`config.mk`:
```
export PLATFORM = sky130hd
export DESIGN_NAME = sbox_arbiter
export DESIGN_NICKNAME = d
export VERILOG_FILES = /design/src/rtl/sbox_arb_pkg.sv /design/src/rtl/sbox_tag_pipe.sv /design/src/rtl/sbox_arbiter.sv
export SDC_FILE = /design/constraint.sdc
export NUM_CORES = 1
export LEC_CHECK = 0
export ABC_CLOCK_PERIOD_IN_PS = 2000
export CORE_AREA = 2 2 155 157
export CTS_CLUSTER_SIZE = 28
export DETAILED_ROUTE_END_ITERATION = 10
export DIE_AREA = 0 0 157 159
export PLACE_DENSITY = 0.55
export SYNTH_ARGS = -nofsm -noshare
export SYNTH_HDL_FRONTEND = slang
export SYNTH_HIERARCHICAL = 1
export SYNTH_SLANG_ARGS = --single-unit
```
`constraint.sdc`:
```
create_clock -name clk -period 2 [get_ports clk]
set_clock_uncertainty 0.2 [all_clocks]
set_input_delay 0.6 -clock clk [delete_from_list [all_inputs] [get_ports clk]]
set_output_delay 0.6 -clock clk [all_outputs]
set_load 0.005 [all_outputs]
```
`src/rtl/sbox_arb_pkg.sv`:
```
// sbox_arb_pkg: shared definitions for the S-box bank arbiter.
//   COL_W   - width of one unshared column (4 bytes).
//   owner_e - which requester owns an in-flight op (datapath or key schedule).
//   tag_t   - one tag-pipeline stage: {valid, owner}.
package sbox_arb_pkg;

    localparam int unsigned COL_W = 32;

    typedef enum logic {
        OWN_DP = 1'b0,
        OWN_KS = 1'b1
    } owner_e;

    typedef struct packed {
        logic   valid;
        owner_e owner;
    } tag_t;

endpackage

```
`src/rtl/sbox_tag_pipe.sv`:
```
// sbox_tag_pipe: LAT-deep shift register of {valid, owner} tags that tracks
// ops travelling through the S-box bank. Shifts every cycle, never stalls.
// Ports:
//   clk, rst             - clock, synchronous active-high reset (clears all tags)
//   in_valid, in_owner   - tag loaded into stage 0 this cycle
//   out_valid, out_owner - tag in the last stage (result owner this cycle)
//   busy                 - OR of all stage valid bits
module sbox_tag_pipe
    import sbox_arb_pkg::*;
#(
    parameter int unsigned LAT = 4
) (
    input  logic clk,
    input  logic rst,
    input  logic in_valid,
    input  logic in_owner,
    output logic out_valid,
    output logic out_owner,
    output logic busy
);

    tag_t [LAT-1:0] tags_q;
    tag_t [LAT-1:0] tags_d;

    always_comb begin
        tags_d          = tags_q;
        tags_d[0].valid = in_valid;
        tags_d[0].owner = owner_e'(in_owner);
        for (int unsigned i = 1; i < LAT; i++) begin
            tags_d[i] = tags_q[i-1];
        end
    end

    always_ff @(posedge clk) begin
        if (rst) begin
            tags_q <= '0;
        end else begin
            tags_q <= tags_d;
        end
    end

    always_comb begin
        busy = 1'b0;
        for (int unsigned i = 0; i < LAT; i++) begin
            busy = busy | tags_q[i].valid;
        end
        out_valid = tags_q[LAT-1].valid;
        out_owner = tags_q[LAT-1].owner;
    end

endmodule

```
`src/rtl/sbox_arbiter.sv`:
```
// sbox_arbiter: shares one masked S-box bank (one shared 32-bit column per
// issue) between the round datapath (DP) and the key schedule (KS).
// Round-robin arbitration, issue gated on PRNG randomness, ownership tracked
// through a tag pipeline matching the bank latency, results routed back.
// Ports:
//   clk, rst                  - clock, synchronous active-high reset
//   dp_in_valid/ready/data    - DP column request (32*d shared bits)
//   ks_in_valid/ready/data    - KS column request
//   rnd_valid, rnd_ready      - PRNG randomness available / consumed
//   sb_in, sb_out             - to / from the S-box bank
//   dp_out_valid/data         - DP result, no backpressure
//   ks_out_valid/data         - KS result, no backpressure
//   busy                      - any op in flight
//   rnd_err                   - sticky: randomness starved while busy
module sbox_arbiter
    import sbox_arb_pkg::*;
#(
    parameter int unsigned d   = 2,
    parameter int unsigned LAT = 4
) (
    input  logic                 clk,
    input  logic                 rst,
    input  logic                 dp_in_valid,
    output logic                 dp_in_ready,
    input  logic [COL_W*d-1:0]   dp_in_data,
    input  logic                 ks_in_valid,
    output logic                 ks_in_ready,
    input  logic [COL_W*d-1:0]   ks_in_data,
    input  logic                 rnd_valid,
    output logic                 rnd_ready,
    output logic [COL_W*d-1:0]   sb_in,
    input  logic [COL_W*d-1:0]   sb_out,
    output logic                 dp_out_valid,
    output logic [COL_W*d-1:0]   dp_out_data,
    output logic                 ks_out_valid,
    output logic [COL_W*d-1:0]   ks_out_data,
    output logic                 busy,
    output logic                 rnd_err
);

    owner_e last_grant_q, last_grant_d;
    logic   rnd_err_q, rnd_err_d;

    logic issue;
    logic grant_dp, grant_ks;
    logic tag_valid, tag_owner, pipe_busy;

    // Grant and issue: purely combinational from the valids, never from ready.
    always_comb begin
        if (dp_in_valid && ks_in_valid) begin
            grant_ks = (last_grant_q == OWN_DP);
            grant_dp = ~grant_ks;
        end else begin
            grant_ks = ks_in_valid;
            grant_dp = dp_in_valid;
        end
        issue       = (dp_in_valid | ks_in_valid) & rnd_valid & ~rst;
        dp_in_ready = issue & grant_dp;
        ks_in_ready = issue & grant_ks;

        // Zero when idle so stale shares never reach the bank.
        sb_in = '0;
        if (dp_in_ready) begin
            sb_in = dp_in_data;
        end else if (ks_in_ready) begin
            sb_in = ks_in_data;
        end

        last_grant_d = last_grant_q;
        if (issue) begin
            last_grant_d = grant_ks ? OWN_KS : OWN_DP;
        end

        rnd_err_d = rnd_err_q | (pipe_busy & ~rnd_valid);
    end

    // Reset pointer to "DP granted last" so KS wins the first contested slot.
    always_ff @(posedge clk) begin
        if (rst) begin
            last_grant_q <= OWN_DP;
            rnd_err_q    <= 1'b0;
        end else begin
            last_grant_q <= last_grant_d;
            rnd_err_q    <= rnd_err_d;
        end
    end

    sbox_tag_pipe #(
        .LAT (LAT)
    ) u_tag_pipe (
        .clk       (clk),
        .rst       (rst),
        .in_valid  (issue),
        .in_owner  (grant_ks),
        .out_valid (tag_valid),
        .out_owner (tag_owner),
        .busy      (pipe_busy)
    );

    // Result routing from the last tag stage.
    always_comb begin
        dp_out_valid = tag_valid & ~tag_owner;
        ks_out_valid = tag_valid & tag_owner;
        dp_out_data  = dp_out_valid ? sb_out : '0;
        ks_out_data  = ks_out_valid ? sb_out : '0;
        busy         = pipe_busy;
        rnd_ready    = issue | pipe_busy;
        rnd_err      = rnd_err_q;
    end

endmodule

```
# Word-level counts from Yosys, hierarchy flattened
# Cells that the tools add are included.
[op_classes] n_bitwise=17 magnitude_cmp=0 div=0 n_mux=7 n_reduce_logical=1 mul=0 n_eq_ne=0 addsub=0 shifts=0
[op_table] op="$mux 64" n=4
[op_table] op="$and 1x1->1" n=7
[op_table] op="$or 1x1->1" n=6
[op_table] op="$not 1->1" n=4
[op_table] op="$mux 1" n=3
[op_table] op="$logic_and 1x1->1" n=1
[word_totals] mem_bits_rw=0 ff_bits=10 n_memories=0 mem_bits_ro=0 inputBits=197 wordCells=35 latch_bits=0

# Logic depth before layout (Yosys ltp)
# Gate-level depths: netlist (run 1).
[depth] depth_word=6 depth_mapped=5 ltp_nobuf=3

# Hierarchy
# Netlist (run 1), hierarchy kept.
[by_module_without_submodules] module="sbox_arbiter" n_inst=1 area_each_um2=1700.4 cells_each=243
[by_module_without_submodules] module="sbox_tag_pipe" n_inst=1 area_each_um2=217.7 cells_each=17

# Worst setup path before layout (run 1)
# No wires, ideal clock.
[synth_timing] path_kind="input to output" startpoint="in rnd_valid" endpoint="out sb_in[10]" path_buffers=2 t_required_ns=1.200 slack_ns=-0.191 cell_stages=5 t_arrival_ns=1.391 cell_sequence="nor2b_2 -> and3_4 -> buf_6 -> buf_6 -> a22o_1"
[synth_via] elab_chain_len=5 elab_cells_between_ends=6 classes_between="2 x mux; 4 x bitwise"
[synth_rtl] element="start, declared" line_no="sbox_arbiter.sv:29" rtl="input logic rnd_valid,"
[synth_rtl] element="$and 1x1->1 (*) (2 in a row)" line_no="sbox_arbiter.sv:57" rtl="issue = (dp_in_valid | ks_in_valid) & rnd_valid & ~rst;"
[synth_rtl] element="$and 1x1->1" line_no="sbox_arbiter.sv:59" rtl="ks_in_ready = issue & grant_ks;"
[synth_rtl] element="$mux 64" line_no="sbox_arbiter.sv:65" rtl="end else if (ks_in_ready) begin"
[synth_rtl] element="$mux 64 (*)" line_no="sbox_arbiter.sv:63" rtl="if (dp_in_ready) begin"
[synth_rtl] element="end, declared" line_no="sbox_arbiter.sv:31" rtl="output logic [COL_W*d-1:0] sb_in,"
# Every way passes the cells marked *; elsewhere a longest branch is shown, timed or not.

# Worst setup path in the final report (run 1)
[layout_timing] startpoint="in rnd_valid" endpoint="out sb_in[34]"
# The elaborated chain is that of the path after synthesis.

==> results.json, run 1 <==
{
  "cts_hold_buf": 0,
  "synth_area_sq_um": 1918,
  "wire_per_inst_microns": 18.24,
  "setup_viol": 198,
  "whs_path_depth": 1,
  "antenna_cells": 0,
  "slew_viol_final": 0,
  "fin_cells": 1074,
  "cap_viol_max_count": 0,
  "mostFrequentLayoutCells": "198 x buf_6, 130 x clkdlybuf4s50_1, 73 x buf_2",
  "fp.dieW_microns": 157,
  "ys.warnings.count": 6,
  "ant_nets": 0,
  "grt_start_max_net_pins": 17,
  "start_util_pct": 8.270,
  "syn_nets": 457,
  "place_ws_ps": -1289,
  "max_clock_freq_mhz": 396.6,
  "leakage_nw": 3.897,
  "h-tree-depth": 1,
  "fin_crit_ps": 2522,
  "pin_count": 396,
  "viasPerCell": 3.830,
  "final_util_pct": 35.08,
  "numCtsBuffers": 3,
  "tightest_slew_ps": 208.4,
  "core_area_sq_um": 23190,
  "drive_gt1_share_pct": 61.46,
  "cts_root_buf": "clkbuf_16",
  "clk_pin_slew_worst_paths_ps": 40,
  "reg2reg_depth": 6,
  "cp.arrival_ps": 1720,
  "criticalPathCategory": "in2out",
  "rsz0062_at_grt": "true",
  "post-route-period-util_pct": 126.1,
  "vdd_drop_max_mv": 0.3184,
  "netlist_instances": 260,
  "syn_area_per_cell_sq_um": 7.377,
  "port_buffers": 395,
  "violations": "setup timing",
  "powerDensity_nw_per_um2": 166.2,
  "grt_use_total_pct": 14.52,
  "dr.pass1.iters": 4,
  "via_count": 4113,
  "area_growth_pct": 324.1,
  "ys_seq_elements": 10,
  "grt_pass1_wl_microns": 27740,
  "dieArea_sq_um": 24960,
  "core.rowCount": 56,
  "die_y_microns": 159,
  "drc": 0,
  "fin_setup_tns_ps": -60340,
  "ys_types": 21,
  "tritoncts": "done",
  "routabilityCongestion": 0.8285,
  "worst-endpoint-required_ps": 1200,
  "cp-end-kind": "output port",
  "drt_iter0_drc": 145,
  "startpoint_type": "input port",
  "hold_class": "reg2reg",
  "finalHoldViolCount": 0,
  "yosysSeqAreaShare_pct": 10.44,
  "place_inst": 968,
  "crit_fanout": 5,
  "clock-sinks": 10,
  "clock_latency_ps": 230,
  "cts_buffer_depth": 2,
  "status": "finished with violations",
  "antenna_found_initial": 0,
  "nets": 954,
  "final_common_cell": "buf_6",
  "grt-ovfl-total": 0,
  "grt_pass1_vias": 4237,
  "setup_slack_ps": -521.6,
  "routed_wirelength_microns": 19590,
  "place_hpwl_microns": 12690,
  "relSlewSlack_pct": 86.09
}
-- cells by family (layout without fill, tap and decap cells) --
group | Yosys count | after routing | share of synthesized area (%)
flip-flops | 10 | 10 | 10.44
buffers and inverters | 36 | 530 | 10.76
AO/OA/AOI/OAI | 69 | 69 | 31.18
AND/OR/NAND/NOR | 145 | 146 | 47.62
-- sequential cells by signal, indices dropped and copies added (netlist names) --
name and cells:
u_tag_pipe/tags_d 6, last_grant_q 1, rnd_err 1, u_tag_pipe/out_owner 1, u_tag_pipe/out_valid 1
-- worst paths after layout --
path | to | slack [ps] | startpoint
max | sb_in[34] | -520 | rnd_valid
min | u_tag_pipe/out_owner | 230 | u_tag_pipe/tags_d[6]
max reg2reg | rnd_err | 370 | u_tag_pipe/out_valid
min reg2reg | u_tag_pipe/out_owner | 230 | u_tag_pipe/tags_d[6]
-- metal layers --
layer	wire length, microns	part of all wire (%)	track usage, %
met5	0	0	0
met4	214	1.1	1.460
met3	1240	6.3	2.967
met2	9881	50	25.14
met1	8258	42	19.11
-- critical path, stage by stage --
cell     delay, ps
buf_6           90
nor2b_4        130
buf_6          110
and3_4         160
buf_12         140
buf_8          120
a22o_1         240
buf_2          130
-- Yosys cell counts, drive strengths merged --
library cell,instances,area share [%]
and2,66,22
and3,65,21
a22o,64,29
clkbuf,21,4.2
buf,14,6.4
dfxtp,10,10
nor2b,10,3.4
a21oi,2,0.52
a21boi,1,0.59
a311oi,1,0.46
inv,1,0.20
nand2b,1,0.33
nor2,1,0.20
o21a,1,0.39
or2,1,0.33
or4,1,0.39
-- where the power goes --
group	switching [mW]	internal [mW]	total, mW
sequential	0.00487	0.205	0.210
combinational	0.259	0.543	0.802
clock	0.0812	0.258	0.339
total	0.345	1.01	1.35
-- final cells by class --
type	instances	area, sq um
Timing Repair Buffer	526	5429
Multi-Input combinational cell	215	2021
Clock buffer	3	75.07
Inverter	1	3.754
Sequential cell	10	207.7
Fill cell	2379	15060
Tap cell	319	399.1
-- timing repair --
| action | CTS | global route |
|---|---|---|
| gates resized for setup | 1048 | 236 |
| gates cloned | 19 | 1 |
| endpoints found under the hold margin | 0 | 0 |
| setup endpoints to repair | 198 | 198 |
| pin swaps | 65 | 38 |
| buffers inserted | 89 | 29 |
-- metrics by stage --
| step | instance area (sq um) | power [mW] | hold WS, ps |
|---|---|---|---|
| after floorplan | 1948 | 0.3479 | 213.8 |
| after detailed placement | 6377 | 0.9372 | 225.1 |
| final | 8135 | 1.352 | 230.9 |
| after global routing | 8135 | 1.429 | 234.7 |
| after global placement | 6377 | 0.9453 | 217.0 |
| after CTS | 7466 | 1.348 | 231.8 |
Note: power is estimated with default switching activity, not from simulation.
==> run 2: changes to the inputs <==
--- a/config.mk
+++ b/config.mk
@@ -10,6 +10,7 @@
 export CTS_CLUSTER_SIZE = 28
 export DETAILED_ROUTE_END_ITERATION = 10
 export DIE_AREA = 0 0 157 159
+export GPL_ROUTABILITY_DRIVEN = 0
 export PLACE_DENSITY = 0.55
 export SYNTH_ARGS = -nofsm -noshare
 export SYNTH_HDL_FRONTEND = slang
==> results.json, run 2 (same netlist as run 1, synthesis figures left out) <==
{
  "largest_reg_flops": 6,
  "area_growth_pct": 339.2,
  "timing.hold.ws_ps": 230.2,
  "setup_viol": 198,
  "drt_iter0_drc": 171,
  "routed_wirelength_microns": 20100,
  "wire_per_inst_microns": 18.70,
  "numCtsBuffers": 3,
  "post-route-period-util_pct": 127.9,
  "dieArea_sq_um": 24960,
  "crit_fanout": 6,
  "start_util_pct": 8.270,
  "cpMostUsedCell": "buf_6",
  "rsz0062_at_grt": "true",
  "final_common_cell": "buf_6",
  "h-tree-depth": 1,
  "seq_power_share_pct": 14.6,
  "cp-end-kind": "output port",
  "cp_num_buf_inv": 4,
  "fin_setup_tns_ps": -55630,
  "crit_chain": "buf_6 -> nor2b_4 -> and2_4 -> buf_6 -> bufbuf_16 -> a22o_4 -> buf_6",
  "clock_power_share_pct": 27.0,
  "ant_nets": 0,
  "nets": 953,
  "antenna_found_initial": 1,
  "viasPerCell": 3.817,
  "port_buffers": 395,
  "relSlewSlack_pct": 86.17,
  "power.combinational.fraction_pct": 58.4,
  "tritoncts": "done",
  "grt_use_total_pct": 14.47,
  "grt_start_max_net_pins": 11,
  "status": "finished with violations",
  "fp.dieW_microns": 157,
  "violations": "setup timing",
  "criticalPathCategory": "in2out",
  "leakage_nw": 4.040,
  "total_power_mw": 1.430,
  "cts_root_buf": "clkbuf_16",
  "startpoint_type": "input port",
  "die_y_microns": 159,
  "setup_slack_ps": -557.8,
  "vdd_drop_max_mv": 0.5279,
  "netSwitchingFraction_pct": 24.85,
  "core.rowCount": 56,
  "critPathTopFamily": "buffers and inverters",
  "fin_crit_ps": 2558,
  "drive_gt1_share_pct": 62.78,
  "clock-sinks": 10,
  "worst-endpoint-required_ps": 1200,
  "finalHoldViolCount": 0,
  "mostFrequentLayoutCells": "197 x buf_6, 141 x clkdlybuf4s50_1, 66 x buf_2",
  "hold_class": "reg2reg",
  "p_int_mw": 1.074,
  "via_count": 4103,
  "critPathSlowestCell": "bufbuf_16",
  "nFillCells": 2322,
  "cap_viol_max_count": 0,
  "cts_hold_buf": 0,
  "drc": 0,
  "max_stage_delay_ps": 260,
  "cp.arrival_ps": 1760,
  "core_area_sq_um": 23190,
  "max_clock_freq_mhz": 391.0,
  "p_switching_mw": 0.3553,
  "slew_viol_final": 0,
  "clk_pin_slew_worst_paths_ps": 40,
  "cts_buffer_depth": 2,
  "place_hpwl_microns": 12590,
  "grt_pass1_vias": 4120,
  "tightest_slew_ps": 206.0,
  "dr.pass1.iters": 4,
  "grt-ovfl-total": 0,
  "grt_pass1_wl_microns": 27490,
  "pin_count": 396,
  "powerDensity_nw_per_um2": 169.7,
  "clock_latency_ps": 230
}
run 2: area by class of cell:
class / count / area (sq um) / share of cell area (%)
inverters: 1 / 3.754 / 0.04456
well taps: 319 / 399.1 / 4.738
flip-flops and latches: 10 / 207.7 / 2.465
multi-input cells: 214 / 2042 / 24.24
repair buffers: 526 / 5680 / 67.43
diodes: 1 / 2.502 / 0.02970
clock buffers: 4 / 88.84 / 1.055
run 2: through the flow:
step | cells | cell area [sq um] | util [%] | setup WS (ps)
finish | 1075 | 8424 | 36.32 | -557.8
global route | 1075 | 8424 | 36.32 | -584.2
CTS | 1071 | 7644 | 32.96 | -613.8
detailed placement | 971 | 6437 | 27.76 | -1253
global placement | 971 | 6437 | 27.76 | -1255
floorplan | 260 | 1948 | - | -118.1
run 2: worst reg2reg max path, stage by stage (launching register included):
cell	delay (ps)
dfxtp_4	350
buf_6	110
or4_4	430
buf_6	140
a21oi_1	110
nor2_1	50
run 2: worst paths after layout:
kind,from,endpoint,slack [ps],cells past startpoint
worst max-delay path,rnd_valid,sb_in[43],-560,7
worst min-delay path,u_tag_pipe/tags_d[4],u_tag_pipe/tags_d[6],230,1
worst max register to register,u_tag_pipe/out_valid,rnd_err,520,5
worst min register to register,u_tag_pipe/tags_d[4],u_tag_pipe/tags_d[6],230,1
run 2: power groups by stage:
stage	clock network [mW]	registers [mW]	logic, mW
finish	0.386	0.209	0.834
global route	0.408	0.210	0.882
CTS	0.395	0.209	0.809
detailed placement	0	0.214	0.731
global placement	0	0.214	0.734
floorplan	0	0.213	0.135
run 2: per-layer routing:
layer  routed length [microns]  GRT usage (%)  vias up
met1                      8708          19.88     1975
met2                     10100          25.00      150
met3                      1039          1.796       20
met5                         0              0        -
li1                          -              -     1958
met4                       250          1.209        0
run 2: timing repair:
action	CTS	global route
cloned	26	4
resized for setup	1024	251
pin swaps	61	42
setup endpoints to repair	198	198
setup buffers	71	24
